==> src/rtl/clk_div_ctrl.sv <==
// Run/stop controller for a glitch-free programmable divided clock with tick enable.
// Optional CLK_DIV_CTRL_PERIOD_CNT_EN adds a 16-bit period_cnt output counting ticks.
module clk_div_ctrl #(
  parameter int CNT_W       = 26,
  parameter int DEFAULT_DIV = 50000000
) (
  input  logic             clk,
  input  logic             rst,
  input  logic             en,
  input  logic [CNT_W-1:0] div_val,
  input  logic             div_load,
  output logic             div_ack,
  output logic             busy,
  output logic             CLK,
  output logic             tick
`ifdef CLK_DIV_CTRL_PERIOD_CNT_EN
  ,
  output logic [15:0]      period_cnt
`endif
);

  typedef enum logic [1:0] {IDLE, RUN, DRAIN} state_t;

  localparam logic [CNT_W-1:0] DEF_DIV = CNT_W'(DEFAULT_DIV);

  state_t           state;
  logic [CNT_W-1:0] cnt;
  logic [CNT_W-1:0] active;
  logic [CNT_W-1:0] shadow;
  logic             pending;

  logic [CNT_W-1:0] load_val;
  logic             last;
  logic             rise;
  logic             apply;

  always_comb begin
    load_val = (div_val == '0) ? CNT_W'(1) : div_val;
    last     = (cnt == active - CNT_W'(1));
    // A rising edge of CLK happens leaving IDLE, or at the end of a low phase
    // unless we are draining with en still low.
    rise     = 1'b0;
    if (state == IDLE)
      rise = en;
    else if (last && !CLK)
      rise = (state == RUN) || en;
    // New ratios only land at a period boundary so each period uses one ratio.
    apply    = pending && ((state == IDLE) || rise);
  end

  always_ff @(posedge clk or posedge rst) begin
    if (rst) begin
      state   <= IDLE;
      cnt     <= '0;
      active  <= DEF_DIV;
      shadow  <= DEF_DIV;
      pending <= 1'b0;
      CLK     <= 1'b0;
      tick    <= 1'b0;
      div_ack <= 1'b0;
      busy    <= 1'b0;
    end else begin
      tick    <= rise;
      div_ack <= apply;
      if (apply) begin
        active  <= shadow;
        pending <= 1'b0;
      end

      case (state)
        IDLE: begin
          cnt <= '0;
          CLK <= 1'b0;
          if (en) begin
            state <= RUN;
            busy  <= 1'b1;
            CLK   <= 1'b1;
          end
        end
        RUN, DRAIN: begin
          if (last) begin
            cnt <= '0;
            if (CLK)
              CLK <= 1'b0;
            else if (rise)
              CLK <= 1'b1;
            else begin
              state <= IDLE;
              busy  <= 1'b0;
            end
          end else begin
            cnt <= cnt + CNT_W'(1);
          end
          if (state == RUN && !en)
            state <= DRAIN;
          else if (state == DRAIN && en)
            state <= RUN;
        end
        default: begin
          state <= IDLE;
          busy  <= 1'b0;
        end
      endcase

      // A load on the same edge as an apply wins, keeping the new value pending.
      if (div_load) begin
        shadow  <= load_val;
        pending <= 1'b1;
      end
    end
  end

`ifdef CLK_DIV_CTRL_PERIOD_CNT_EN
  always_ff @(posedge clk or posedge rst) begin
    if (rst)
      period_cnt <= 16'd0;
    else if (rise)
      period_cnt <= period_cnt + 16'd1;
  end
`endif

endmodule

==> config.mk <==
export PLATFORM = sky130hd
export DESIGN_NAME = clk_div_ctrl
export DESIGN_NICKNAME = d
export VERILOG_FILES = /design/src/rtl/clk_div_ctrl.sv
export SDC_FILE = /design/constraint.sdc
export NUM_CORES = 1
export LEC_CHECK = 0
export CORE_MARGIN = 4
export CORE_UTILIZATION = 35
export CTS_CLUSTER_DIAMETER = 100
export DETAILED_ROUTE_END_ITERATION = 16
export SYNTH_ARGS = -nofsm -noshare
export SYNTH_HDL_FRONTEND = slang
export SYNTH_SLANG_ARGS = --single-unit
==> constraint.sdc <==
create_clock -name clk -period 7 [get_ports clk]
set_input_delay 1.75 -clock clk [delete_from_list [all_inputs] [get_ports clk]]
set_output_delay 1.75 -clock clk [all_outputs]
set_load 0.1 [all_outputs]
# Word level (Yosys, flattened, before mapping)
# Index checks and enable logic that the tools add are counted.
op_classes:
  reduce_logical: 16
  n_eq_ne: 10
  n_addsub: 2
  mux: 24
ops:
  columns: ["cell", "count"]
  rows:
  - ["two-way mux 26 bit", 2]
  - ["one-hot mux 26 bit (2 select lines)", 1]
  - ["adder 26 x 1 -> 26 bit, second input constant", 1]
  - ["equality test 26 bit", 1]
  - ["zero test 26 bit", 1]
  - ["subtractor 26 x 1 -> 26 bit, second input constant", 1]
  - ["two-way mux 1 bit", 12]
  - ["two-way mux 2 bit", 6]
  - ["inequality test 4 bit, second input constant", 3]
  - ["inequality test 2 bit, second input constant", 4]
  - ["AND reduction 4 bit", 2]
  - ["logical AND 1 bit", 4]
  - ["one-hot mux 1 bit (2 select lines)", 2]
  - ["one-hot mux 2 bit (2 select lines)", 1]
  - ["nonzero test 2 bit", 2]
  - ["equality test 2 x 1 -> 1 bit, second input constant", 1]
  - ["equality test 2 bit, second input constant", 1]
  - ["zero test 1 bit", 2]
  - ["zero test 2 bit", 1]
  - ["logical OR 1 bit", 2]
  - ["AND reduction 2 bit", 1]
  - ["OR reduction 2 bit", 1]
word_totals:
  out_inout_bits: 4
  reg_bits: 85

# Depth between registers and ports, before layout
# Gate-level depths: netlist of the first run.
depth:
  ltp_word: 11
  depth_mapped: 12
  depth_no_buf: 10

# Worst setup path after synthesis of the first run
# Ideal clock, no wire load.
synth_path:
  path_type: "register to register"
  startpoint: "register active[0]"
  endpoint: "register active[10]"
  n_path_buf: 2
  t_arrival_ps: 3237
  setup_slack_ps: 3637
  path_stages_with_launch: 13
  required_ps: 6875
  period_less_slack_ps: 3363
  path_cell_list: "dfrtp_1 inv_1 ha_1 or4b_2 nor4_2 o21a_1 a211oi_1 a2111oi_0 and3_1 a32o_1 buf_6 buf_12 mux2_4"
synth_between:
  elab_chain_len: 7
synth_lines:
  columns: ["item", "line", "text"]
  rows:
  - ["from (decl)", "28", "logic [CNT_W-1:0] active;"]
  - ["from (signal assigned)", "66", "active <= shadow;"]
  - ["subtractor 26 x 1 -> 26 bit", "39", "last = (cnt == active - CNT_W'(1));"]
  - ["equality test 26 bit", "39", null]
  - ["logical AND 1 bit", "45", "else if (last && !CLK)"]
  - ["two-way mux 1 bit", "45", null]
  - ["two-way mux 1 bit", "43", "if (state == IDLE)"]
  - ["logical OR 1 bit", "48", "apply = pending && ((state == IDLE) || rise);"]
  - ["logical AND 1 bit", "48", null]
# Every way passes these cells.
# A chain may end at the register's enable or synchronous reset.

# Final worst setup path of the first run
layout_path:
  startpoint: "register active[0]"
  endpoint: "register active[18]"
# The elaborated chain is that of the path after synthesis.

==> results of run 1 <==
## Yosys cell counts (all sizes together) (2+ instances only)
| master | n |
|---|---|
| a211oi | 8 |
| a21oi | 11 |
| a31oi | 5 |
| a32o | 2 |
| a41oi | 2 |
| and3 | 9 |
| buf | 9 |
| clkbuf | 13 |
| dfrtp | 61 |
| dfstp | 24 |
| ha | 6 |
| inv | 15 |
| mux2 | 52 |
| nand2 | 30 |
| nand2b | 6 |
| nand3 | 10 |
| nand3b | 5 |
| nand4 | 11 |
| nor2 | 43 |
| nor3 | 16 |
| nor3b | 3 |
| nor4 | 18 |
| nor4b | 4 |
| o21a | 2 |
| o21ai | 8 |
| o22ai | 6 |
| o311ai | 2 |
| o31ai | 3 |
| or3 | 14 |
| or4 | 5 |
| or4b | 2 |
| xnor2 | 21 |
| xor2 | 31 |
## critical path: cells and delay by family, from the launching register on
family / cells / cell delay (ps)
and+or+nand+nor: 3 / 1340
DFF: 1 / 430
buffers and inverters: 2 / 480
muxes: 1 / 380
AOI/OAI and AO/OA: 4 / 960
adders and majority gates: 1 / 270
## where the power goes
part / internal, W / leakage [nW] / switching, W / total [W]
logic: 0.000393 / 1.03 / 0.000461 / 0.000854
clock network: 0.000256 / 0.138 / 0.000209 / 0.000465
registers: 0.000642 / 1.03 / 0.000195 / 0.000837
## cell type report
type / instances / area share, %
Inverter: 15 / 1.02
Tap cell: 176 / 3.91
Timing Repair Buffer: 37 / 6.40
Clock buffer: 10 / 4.24
Multi-Input combinational cell: 347 / 45.2
Sequential cell: 85 / 38.3
Clock inverter: 6 / 0.933
## registers in the layout, summed over array words and instances, names as in the netlist
| name | cells |
|---|---|
| CLK | 1 |
| active | 26 |
| busy | 1 |
| cnt | 26 |
| div_ack | 1 |
| pending | 1 |
| shadow | 26 |
| state | 2 |
| tick | 1 |
## stage by stage
step           std cells  power [W]  utilization, %
2_1_floorplan        469    0.00152               -
3_3_place_gp         660    0.00167            39.7
3_5_place_dp         660    0.00169            39.7
4_1_cts              676    0.00216            41.9
5_1_grt              676    0.00229            41.9
6_report             676    0.00216            41.9
## metal layers
layer | part of all wire (%) | track usage (%) | up-vias
li1 | - | - | 1742
met1 | 46 | 19.2 | 1802
met2 | 49 | 24.1 | 57
met3 | 3.2 | 1.89 | 9
met4 | 1.6 | 5.11 | 0
met5 | 0 | 0 | -
## path summary, 6_finish.rpt
| path | from | slack, ps | depth (start not counted) | endpoint |
|---|---|---|---|---|
| worst max-delay path | active[0]$_DFFE_PP0P_ | 3020 | 11 | active[18]$_DFFE_PP0P_ |
| worst min-delay path | shadow[16]$_DFFE_PP0P_ | 510 | 1 | active[16]$_DFFE_PP0P_ |
| worst max register to register | active[0]$_DFFE_PP0P_ | 3020 | 11 | active[18]$_DFFE_PP0P_ |
| worst min register to register | shadow[16]$_DFFE_PP0P_ | 510 | 1 | active[16]$_DFFE_PP0P_ |
| max in group asynchronous | rst | 4260 | 3 | cnt[7]$_DFFE_PP0P_ |
| min in group asynchronous | rst | 2060 | 3 | shadow[24]$_DFFE_PP0P_ |
## logic make-up after synthesis
logic type,Yosys count,share of synthesized area [%]
AND/OR/NAND/NOR,179,19.6
flip-flops,85,44.0
AO/OA/AOI/OAI,58,8.12
XOR/XNOR,52,9.30
multiplexers,52,13.4
buffers and inverters,37,4.03
adder cells (fa/ha/maj),6,1.53
==> PnR_summary.wiki, run 1 <==
{| class="wikitable"
! Metric !! Value
|-
| Count of filler cells inserted in the layout || 1345
|-
| Number of flops mapped to enable cells by yosys || 0
|-
| Number of global-route vias before repair || 3692
|-
| Die W || 126 um
|-
| Synthesized Nets || 505
|-
| Slowest stage delay, CP || 670 ps
|-
| Post-CTS setup buffer count || 0
|-
| Post-synthesis sequential area ratio || 44.0%
|-
| Average vias per placed instance || 5.34
|-
| CP Cell Sequence || inv_1, ha_1, or4b_2, nor4_2, o21a_1, a211oi_1, a2111oi_0, and3_1, a32o_1, buf_4, mux2_2
|-
| RSZ-0062 raised after global routing || no
|-
| Remaining number of nets flagged by the antenna check after routing || 0
|-
| Count of final hold-check violations || 0
|-
| Pre-Repair DR Iteration Count || 4
|-
| Number of hold buffers added after cts || 0
|-
| Initial Util || 36.4%
|-
| Max Fclk || 251 MHz
|-
| Std-Cell Core Area || 0.0135 sq mm
|-
| Worst Hold Slack || 511 ps
|-
| Number of warning messages in the yosys log || 0
|-
| Leakage Power || 2.19 nW
|-
| Setup Total Neg Slack || 0 ps
|-
| Top cells by area, synth || dfrtp_1 (31%), dfstp_2 (13%), mux2_2 (7.6%)
|-
| DP Area || 0.00534 sq mm
|-
| Clock latency on the worst-skew pair || 340 ps
|-
| Kind of end point of the critical path || flip-flop
|-
| Pin count of the biggest net entering global routing || 86
|-
| Cell type contributing the most total cell area after synthesis || dfrtp_1
|-
| Most common flop cell mapped by yosys || dfrtp_1
|-
| Minimum clock period || 3980 ps
|-
| Antenna violations before repair || 0
|-
| Average footprint of a synthesized cell || 10.4 sq um
|-
| Startpoint class of the critical path || flip-flop
|-
| Clock transition at path regs || 70 ps
|-
| Crit path arrival time || 4210 ps
|-
| Post-layout worst setup margin || 3020 ps
|-
| Final design instance area without fill || 0.00563 sq mm
|-
| Worst-path maximum fanout || 27
|-
| I/O pin total || 34
|-
| Total area of sequential cells || 0.00216 sq mm
|-
| Critical path's slowest cell || or4b_2
|-
| Area of the die || 0.0160 sq mm
|-
| Post-placement setup slack || 3060 ps
|-
| Number of unique standard cell types used by synthesis || 51
|-
| Final routed wirelength across all metal layers || 11000 um
|-
| Drt first-iter violations || 207
|-
| Num CTS Buffers || 9
|-
| Hold/Removal Path Class || flip-flop to flip-flop
|-
| CTS Sinks || 85
|-
| Die Ht || 126 um
|-
| Number of design rule violations left after detail routing || 0
|-
| Multi-input combinational cell area || 0.00254 sq mm
|-
| Post-synthesis async set-or-reset flop share || 100%
|-
| Average wire per cell in the routed design || 16.3 um
|-
| Final Cycle Share || 56.9%
|-
| Peak ir drop on the vdd network || 0.135 mV
|-
| Flop and latch count out of synthesis || 85
|-
| Final max-slew violation count || 0
|-
| Transition time at the pin with the least slew margin || 1060 ps
|-
| Total global routing track utilization || 14.4%
|-
| Post-route clock skew || 8.86 ps
|-
| Portion of synthesized cell area occupied by the leading cell type || 31.2%
|-
| Start-to-end type of the worst setup path || flip-flop to flip-flop
|-
| Synthesized area || 0.00490 sq mm
|-
| Via count || 3610
|-
| Outcome || finished, final reports clean
|-
| I/O Buffers || 33
|-
| Maximum capacitance violations || 0
|-
| Number of instances in the synthesized netlist || 469
|-
| H-tree depth || 3
|-
| Fraction of layout cells with a size suffix above 1 || 20.8%
|-
| Post_cts resized || 0
|-
| Buffer depth of the longest clock path || 2
|-
| CTS root buf || clkbuf_16
|-
| Cell Pwr Density || 383 mW/mm^2
|-
| Cell Rows || 42
|-
| Worst slew slack as a fraction of its limit || 29.5%
|-
| Most frequent standard cell in the layout excluding fill and tap cells || dfrtp_1
|-
| Global-route wire length before repair || 18800 um
|-
| TritonCTS clock tree || done
|-
| Final HPWL DP || 8080 um
|-
| Diode insertion count for antenna repair || 0
|-
| Required time worst endpoint || 7230 ps
|-
| Setup violators final || 0
|-
| Most frequent cells in the layout || dfrtp_1 (61), nor2_1 (43), mux2_2 (33), clkdlybuf4s50_1 (33), xor2_1 (31)
|-
| GR Overflow Total || 0
|-
| Routability-driven placement congestion ratio || 0.879
|-
| Nets || 531
|-
| Area growth, synth to finish || 14.9%
|}
(Power assumes the default switching activity.)
==> run 2, diff against run 1 <==
==> constraint.sdc (replaced) <==
create_clock -name clk -period 4.2 [get_ports clk]
set_input_delay 1.05 -clock clk [delete_from_list [all_inputs] [get_ports clk]]
set_output_delay 1.05 -clock clk [all_outputs]
set_load 0.1 [all_outputs]
==> run 2 against run 1 <==
Register-to-register slack got worse by 2700 ps. Flip-flop and latch count unchanged. Worst setup slack got worse by 2700 ps. Global-route usage increased by 0.32 points. Non-clock buffer count increased by 2. Critical endpoint is now active[24]$_DFFE_PP0P_. Highest routed layer unchanged.
==> PnR_summary.wiki, run 2 (synthesized netlist as in run 1, its figures left out) <==
{| class="wikitable"
! Metric !! Value
|-
| Outcome || finished, final reports clean
|-
| Count of final hold-check violations || 0
|-
| Initial Util || 36.4%
|-
| Final standard cell count with taps included and fillers excluded || 678
|-
| Start-to-end type of the worst setup path || flip-flop to flip-flop
|-
| Num CTS Buffers || 9
|-
| Grt met1 use || 19.0%
|-
| Worst hold path stage count || 1
|-
| Kind of end point of the critical path || flip-flop
|-
| Required time worst endpoint || 4440 ps
|-
| Setup Total Neg Slack || 0 ps
|-
| Relative contribution of sequential cells to total power || 37.4%
|-
| Final design instance area without fill || 0.00570 sq mm
|-
| Busiest metal layer after global routing || met2
|-
| Via count || 3612
|-
| Largest regs || active: 26 flops, cnt: 26 flops, shadow: 26 flops
|-
| Final routed wirelength across all metal layers || 11100 um
|-
| Family of cells with the greatest summed delay on the critical path || simple AND/OR/NAND/NOR gates
|-
| Buffer depth of the longest clock path || 2
|-
| H-tree depth || 3
|-
| Most frequent cells in the layout || dfrtp_1 (61), nor2_1 (43), mux2_2 (33), clkdlybuf4s50_1 (33), xor2_1 (31)
|-
| RSZ-0062 raised after global routing || no
|-
| Average vias per placed instance || 5.33
|-
| DP Area || 0.00538 sq mm
|-
| Count of filler cells inserted in the layout || 1338
|-
| Buf/Inv on CP || 2
|-
| Total power of the final layout || 0.00367 W
|-
| Post-CTS setup buffer count || 0
|-
| Worst-path maximum fanout || 27
|-
| Combinational Power Share || 39.7%
|-
| Post-placement cell count || 662
|-
| Worst slew slack as a fraction of its limit || 17.6%
|-
| Clock latency on the worst-skew pair || 350 ps
|-
| GR Overflow Total || 0
|-
| Most frequent standard cell in the layout excluding fill and tap cells || dfrtp_1
|-
| FF-to-FF path depth || 11
|-
| Maximum capacitance violations || 0
|-
| Startpoint of the worst hold path || shadow[10]$_DFFE_PP0P_
|-
| Cell Rows || 42
|-
| Diode insertion count for antenna repair || 0
|-
| Met3 routing resource usage after global routing || 2.31%
|-
| Pin count of the biggest net entering global routing || 50
|-
| Transition time at the pin with the least slew margin || 1230 ps
|-
| Antenna violations before repair || 0
|-
| Number of global-route vias before repair || 3774
|-
| Leakage Power || 2.23 nW
|-
| Pre-Repair DR Iteration Count || 4
|-
| Net switching fraction of the power || 38.8%
|-
| Critical path's slowest cell || or4b_2
|-
| Peak ir drop on the vdd network || 0.227 mV
|-
| Area of the die || 0.0160 sq mm
|-
| Number of hold buffers added after cts || 0
|-
| Internal power summed over all cells || 0.00225 W
|-
| R2R Path Start || active[0]$_DFFE_PP0P_
|-
| TritonCTS clock tree || done
|-
| Crit path arrival time || 4110 ps
|-
| Slowest stage delay, CP || 660 ps
|-
| Routability-driven placement congestion ratio || 0.855
|-
| Final HPWL DP || 8420 um
|-
| Drt first-iter violations || 166
|-
| Startpoint class of the critical path || flip-flop
|-
| Fraction of layout cells with a size suffix above 1 || 20.9%
|-
| Setup slack on the worst flop-to-flop path || 330 ps
|-
| CTS Sinks || 85
|-
| Post_cts resized || 0
|-
| Final max-slew violation count || 0
|-
| Global-route wire length before repair || 19100 um
|-
| Remaining number of nets flagged by the antenna check after routing || 0
|-
| I/O pin total || 34
|-
| Minimum clock period || 3870 ps
|-
| Post-route clock skew || 9.35 ps
|-
| Area growth, synth to finish || 16.3%
|-
| CTS root buf || clkbuf_16
|-
| Setup violators final || 0
|-
| Number of design rule violations left after detail routing || 0
|-
| Final Cycle Share || 92.1%
|-
| Max Fclk || 259 MHz
|-
| Hold/Removal Path Class || flip-flop to flip-flop
|-
| Die W || 126 um
|-
| CP Cell Sequence || inv_1, ha_1, or4b_2, nor4_2, o21a_1, a211oi_1, a2111oi_0, and3_1, a32o_1, buf_12, mux2_2
|-
| WHS Endpoint || active[10]$_DFFE_PP0P_
|-
| Cell Pwr Density || 645 mW/mm^2
|-
| Met2 Resource Use GR || 24.9%
|-
| Die Ht || 126 um
|-
| Proportion of power drawn by the clock network || 22.8%
|-
| Worst R2R End || active[24]$_DFFE_PP0P_
|-
| Worst Hold Slack || 508 ps
|-
| Total global routing track utilization || 14.7%
|-
| Std-Cell Core Area || 0.0135 sq mm
|-
| Clock transition at path regs || 70 ps
|-
| NetSw || 0.00142 W
|-
| Nets || 533
|-
| Average wire per cell in the routed design || 16.4 um
|-
| I/O Buffers || 33
|}
## run 2: cell count changes in the layout (fill, tap and decap cells not counted)
cell	before	now
clkinvlp_4	2	0
buf_12	0	2
bufinv_16	0	1
clkbuf_8	1	0
clkbuf_1	0	1
clkbuf_16	9	10
clkinv_4	1	2
inv_8	1	0
## run 2: worst max path at each step
stage	from	end	slack (ps)	cells after the start
3_3_place_gp	active[3]$_DFFE_PP0P_	pending$_DFFE_PP0P_	500	8
3_5_place_dp	active[0]$_DFFE_PP0P_	active[24]$_DFFE_PP0P_	380	11
6_report	active[0]$_DFFE_PP0P_	active[24]$_DFFE_PP0P_	330	11
4_1_cts	active[0]$_DFFE_PP0P_	active[24]$_DFFE_PP0P_	360	11
2_1_floorplan	active[0]$_DFFE_PP0P_	active[10]$_DFFE_PP0P_	840	12
5_1_grt	active[0]$_DFFE_PP0P_	active[18]$_DFFE_PP0P_	90	11
## run 2: layer usage
layer / routed length, um / vias up
met5: 0 / -
met4: 201 / 0
met3: 316 / 12
met2: 5510 / 44
met1: 5080 / 1797
li1: - / 1759
## run 2: power groups by stage
stage	logic, W	registers, W	clock network, W
6_report	0.00146	0.00138	0.000840
5_1_grt	0.00161	0.00142	0.000891
4_1_cts	0.00147	0.00138	0.000867
3_5_place_dp	0.00146	0.00140	0
3_3_place_gp	0.00142	0.00139	0
2_1_floorplan	0.00117	0.00136	0
## run 2: cell type report
cell class              instances  area, sq um  area share, %
multi-input cells             347         2540           44.7
well taps                     176          220           3.86
inverters                      15         57.6           1.01
flip-flops and latches         85         2160           37.8
repair buffers                 39          400           7.03
clock buffers                  11          254           4.46
clock inverters                 5         65.1           1.14
## run 2: worst register-to-register path: cells and delay by family, from the launching register on
family	cells	cell delay [ps]
buffers and inverters	2	310
flip-flops	1	430
AND/OR/NAND/NOR	3	1330
AO/OA/AOI/OAI	4	1030
multiplexers	1	370
adder cells (fa/ha/maj)	1	290
## run 2: metrics by stage
stage	utilization, %	worst slack [ps]
finish	42.4	332
global route	42.4	88.2
CTS	42.4	363
detailed placement	40.0	378
global placement	40.0	503
floorplan	-	837
==> variant 1 (flow settings as in run 1) <==
`CNT_W`: 26 -> 30.
--- a/src/rtl/clk_div_ctrl.sv
+++ b/src/rtl/clk_div_ctrl.sv
@@ -1,7 +1,7 @@
 // Run/stop controller for a glitch-free programmable divided clock with tick enable.
 // Optional CLK_DIV_CTRL_PERIOD_CNT_EN adds a 16-bit period_cnt output counting ticks.
 module clk_div_ctrl #(
-  parameter int CNT_W       = 26,
+  parameter int CNT_W       = 30,
   parameter int DEFAULT_DIV = 50000000
 ) (
   input  logic             clk,
Ports: changed (resized div_val); port bits go from 34 to 38. No check against the original RTL was run, so the function may have changed too.
==> variant 1 against run 1 <==
Utilization shrank 0.28 points; sequential cell count grew 12; cell count grew 15%; routed wire length grew 6.7%; total power grew 10%; area after synthesis grew 13%; worst setup slack lost 0.65 ns; critical path depth shrank 1; highest routed layer unchanged; largest power group unchanged; design area grew 13%.
==> variant 1: results (changes against run 1) <==
* Pre-Repair DR Iteration Count at 4 (unchanged)
* Largest net degree at the start of global routing at 55 (-36%)
* Crit-path max FO at 31 (+15%)
* Worst Hold End: active[24]
* DR vias/cell at 5.15 (-3.6%)
* H-tree depth at 3 (unchanged)
* Critical path class: reg2reg
* Leak at 2.54 nW (+16%)
* Skew-Pair Late Insertion Delay at 0.35 ns
* Post-Syn Nets at 577 (+14%)
* Clock share of power at 20.2% (-1.4 points)
* Routability congestion estimate at 0.883 (+0.48%)
* Met3 Usage GRT at 2.25% (+0.36 points)
* Clock skew at 0.00881 ns (-0.0000541 ns)
* CP arrival at 4.87 ns (+0.66 ns)
* Initial antenna violation count at 0 (unchanged)
* FFs w/ async S/R, synth at 100% (unchanged)
* Slowest-stage cell, CP: nor3_1
* WHS at 0.505 ns (-0.00588 ns)
* Post-CTS setup buffers at 0 (unchanged)
* GR Layer Usage met1 at 18.9% (-0.30 points)
* Status: finished, final reports clean
* R2R setup slack at 2.37 ns (-0.65 ns)
* Final #Nets at 604 (+14%)
* Root cell of the clock tree: clkbuf_16
* Top post-synthesis cells by area: dfrtp_1, dfstp_2, mux2_4
* Final TNS setup at 0 ns (unchanged)
* Hold crit path type: reg2reg
* Count of different cell masters after synthesis at 57 (+12%)
* Initial drt markers at 273 (+32%)
* Synth cell count leaders: dfrtp_1, nor2_1, nand2_1
* Syn. warnings at 0 (unchanged)
* Max VDD drop at 0.000155 V (+15%)
* Rel. slew slack at 10.7% (-19 points)
* Final HPWL DP at 8.80 mm (+8.9%)
* Leading registers by flop count: active: 30 flops, cnt: 30 flops, shadow: 30 flops
* Total track usage at 13.3% (-1.1 points)
* Flop pwr share at 39.0% (+0.2 points)
* Average wire per standard cell at 15.0 um (-7.5%)
* Delay-heaviest family, CP: simple AND/OR/NAND/NOR gates
* Port Buffer Count at 37 (+12%)
* Fraction of layout cells with a size suffix above 1 at 19.9% (-0.94 points)
* Met2 usage at 19.8% (-4.2 points)
* Sequential area share after synthesis at 44.3% (+0.26 points)
* Max Buffers Root-to-Sink at 2 (unchanged)
* First-pass GRT wire length at 19.2 mm (+2.1%)
* RR Endpoint: active[26]
* Vias in the first global route at 3776 (+2.3%)
* Switching pwr at 0.923 mW (+6.8%)
* Design Power at 2.37 mW (+10%)
* Worst-path clk slew at 0.07 ns (about the same)
* # diodes at 0 (unchanged)
* Worst stage delay on the critical path at 1.08 ns (+0.41 ns)
* Min-delay src: shadow[24]
* Cell Area, Placed at 0.00610 mm2 (+14%)
* R2R cell count at 10 (-1)
* Hold Path Stages at 1 (unchanged)
* CP startpoint: active[4]
* CTS resizes at 0 (unchanged)
==> variant 1: cells by family after synthesis <==
logic type	after synthesis	share of synthesized area [%]
compound gates	57	6.81
xor+xnor	59	9.31
fa+ha+maj	6	1.35
buf+inv	42	3.31
flops	97	44.3
mux	61	14.3
simple gates	215	20.6
==> variant 1: routing by layer <==
layer | up-vias | routed length (um)
met5 | - | 0
met4 | 0 | 234
met3 | 15 | 469
met2 | 78 | 5160
met1 | 1940 | 5860
li1 | 1982 | -
==> variant 1: layout make-up <==
class | count | area (um2)
flip-flops and latches | 97 | 2460
repair buffers | 41 | 400
fillers | 1437 | 8980
clock buffers | 11 | 243
clock inverters | 5 | 45.0
inverters | 17 | 66.3
multi-input cells | 398 | 2920
well taps | 211 | 264
==> variant 1: metrics by stage <==
stage,worst slack [ns],cells
finish,2.37,780
global route,2.12,780
CTS,2.39,780
detailed placement,2.41,764
global placement,2.64,764
floorplan,2.76,537
==> variant 2 (settings of run 1) <==
Made on the original files. Add an input register stage for `div_val`; this delays it by one clock. The other inputs are not delayed to match.
--- a/src/rtl/clk_div_ctrl.sv
+++ b/src/rtl/clk_div_ctrl.sv
@@ -23,6 +23,12 @@
 
   localparam logic [CNT_W-1:0] DEF_DIV = CNT_W'(DEFAULT_DIV);
 
+  logic [CNT_W-1:0] div_val_q;
+
+  always_ff @(posedge clk) begin
+    div_val_q <= div_val;
+  end
+
   state_t           state;
   logic [CNT_W-1:0] cnt;
   logic [CNT_W-1:0] active;
@@ -35,7 +41,7 @@
   logic             apply;
 
   always_comb begin
-    load_val = (div_val == '0) ? CNT_W'(1) : div_val;
+    load_val = (div_val_q == '0) ? CNT_W'(1) : div_val_q;
     last     = (cnt == active - CNT_W'(1));
     // A rising edge of CLK happens leaving IDLE, or at the end of a low phase
     // unless we are draining with en still low.
Function: changed (Yosys sat finds a counterexample within 4 cycles, from zero or initial values and one cycle with rst high).
==> variant 2 against run 1 <==
Worst setup slack worse by 0.46 ns; design area up 5.8%; total power up 4.4%; via count down 2.0%; sequential cell count up 26; area after synthesis up 4.9%; clock power up 8.4%; routed wire length down 8.7%; count of clock-buffer cells in the layout down 1.
==> variant 2: results (changes against run 1) <==
* Syn. warnings at 0 (unchanged)
* Cell Area, Placed at 0.00566 mm2 (+5.9%)
* Average cell area after synthesis at 11.1 um2 (+6.0%)
* Clock skew at 0.00931 ns (+0.000450 ns)
* Root cell of the clock tree: clkbuf_16
* Pre-Repair DR Iteration Count at 5 (+1)
* Crit-path max FO at 16 (-41%)
* Post-CTS setup buffers at 0 (unchanged)
* Rel. slew slack at 28.0% (-1.5 points)
* DR vias/cell at 5.17 (-3.1%)
* CP endpoint: active[1]
* R2R setup slack at 2.55 ns (-0.46 ns)
* Routability congestion estimate at 0.848 (-3.5%)
* # diodes at 0 (unchanged)
* Hold crit path type: reg2reg
* Final WS setup at 2.55 ns (-0.464 ns)
* CP startpoint: active[0]
* Wirelength, routed at 10.0 mm (-8.7%)
* First-pass GRT wire length at 17.0 mm (-9.8%)
* Vias in the first global route at 3436 (-6.9%)
* Skew-Pair Late Insertion Delay at 0.36 ns (+0.02 ns)
* Worst-path clk slew at ~0.080 ns
* Count of different cell masters after synthesis at 53 (+3.9%)
* R2R cell count at 12 (+1)
* Leak at 2.31 nW (+5.6%)
* CTS resizes at 0 (unchanged)
* CTS Buf Count at 9 (unchanged)
* Top post-synthesis cells by area: dfrtp_1, dfstp_2, mux2_2
* Synth cell count leaders: dfrtp_1, mux2_2, nor2_1
* DP Cell Count at 668 (+1.2%)
* CP arrival at 4.69 ns (+0.48 ns)
* Largest net degree at the start of global routing at 86 (unchanged)
* Status: finished, final reports clean
* Port Buffer Count at 33 (unchanged)
* Final #Nets at 531 (unchanged)
* Average wire per standard cell at 14.7 um (-9.7%)
* Post-Syn Nets at 500 (-0.99%)
* H-tree depth at 3 (unchanged)
* Final HPWL DP at 7.55 mm (-6.5%)
* Fillers at 1414 (+5.1%)
* Post-route cell area at 0.00596 mm2 (+5.8%)
* Max VDD drop at 0.000144 V (+6.6%)
* FFs w/ async S/R, synth at 76.6% (-23 points)
* Total track usage at 12.9% (-1.5 points)
* Initial drt markers at 154 (-26%)
* Max Buffers Root-to-Sink at 2 (unchanged)
* Sequential area share after synthesis at 52.1% (+8.1 points)
* Post-synth top flop: dfrtp_1
* Fraction of layout cells with a size suffix above 1 at 21.0% (+0.20 points)
* Initial antenna violation count at 0 (unchanged)
## variant 2: cell families after synthesis
family / after synthesis / share of synthesized area [%]
and+or+nand+nor: 159 / 16.5
buffers and inverters: 27 / 2.14
muxes: 53 / 11.6
xor gates and xnor gates: 51 / 8.69
AOI/OAI and AO/OA: 57 / 7.48
DFF: 111 / 52.1
adders and majority gates: 6 / 1.46
## variant 2: critical path, stage by stage (launching register included)
cell and delay (ns):
dfrtp_1 0.43, inv_1 0.08, ha_1 0.22, nor3b_1 0.89
and3_1 0.26, a21oi_1 0.07, or4_1 0.49, or3_1 0.32
a2111oi_0 0.55, a21oi_1 0.18, buf_4 0.25, inv_2 0.22
mux2_2 0.37
## variant 2: worst min path at each step
stage	start	to	slack (ns)	cells past startpoint
floorplan	div_val_q[9]	shadow[9]	0.45	1
global route	div_val_q[18]	shadow[18]	0.52	1
CTS	div_val_q[8]	shadow[8]	0.50	1
finish	div_val_q[8]	shadow[8]	0.49	1
global placement	div_val_q[8]	shadow[8]	0.47	1
detailed placement	div_val_q[8]	shadow[8]	0.47	1
## variant 2: metal layers
layer / GRT usage [%] / vias to the layer above / wire length [um]
met4: 4.08 / 0 / 131
li1: - / 1736 / -
met5: 0 / - / 0
met3: 3.42 / 14 / 594
met1: 17.2 / 1711 / 4720
met2: 20.7 / 78 / 4600
## variant 2: where the power goes
part	switching, mW	leakage (nW)	internal [mW]	total (mW)
logic	0.432	0.920	0.353	0.784
registers	0.164	1.25	0.799	0.962
clock network	0.251	0.148	0.253	0.504
## variant 2: final cells by class
class	instances	area share [%]
Timing Repair Buffer	37	6.05
Clock inverter	7	1.26
Inverter	10	0.651
Tap cell	184	3.86
Multi-Input combinational cell	326	39.4
Clock buffer	9	3.78
Sequential cell	111	44.9
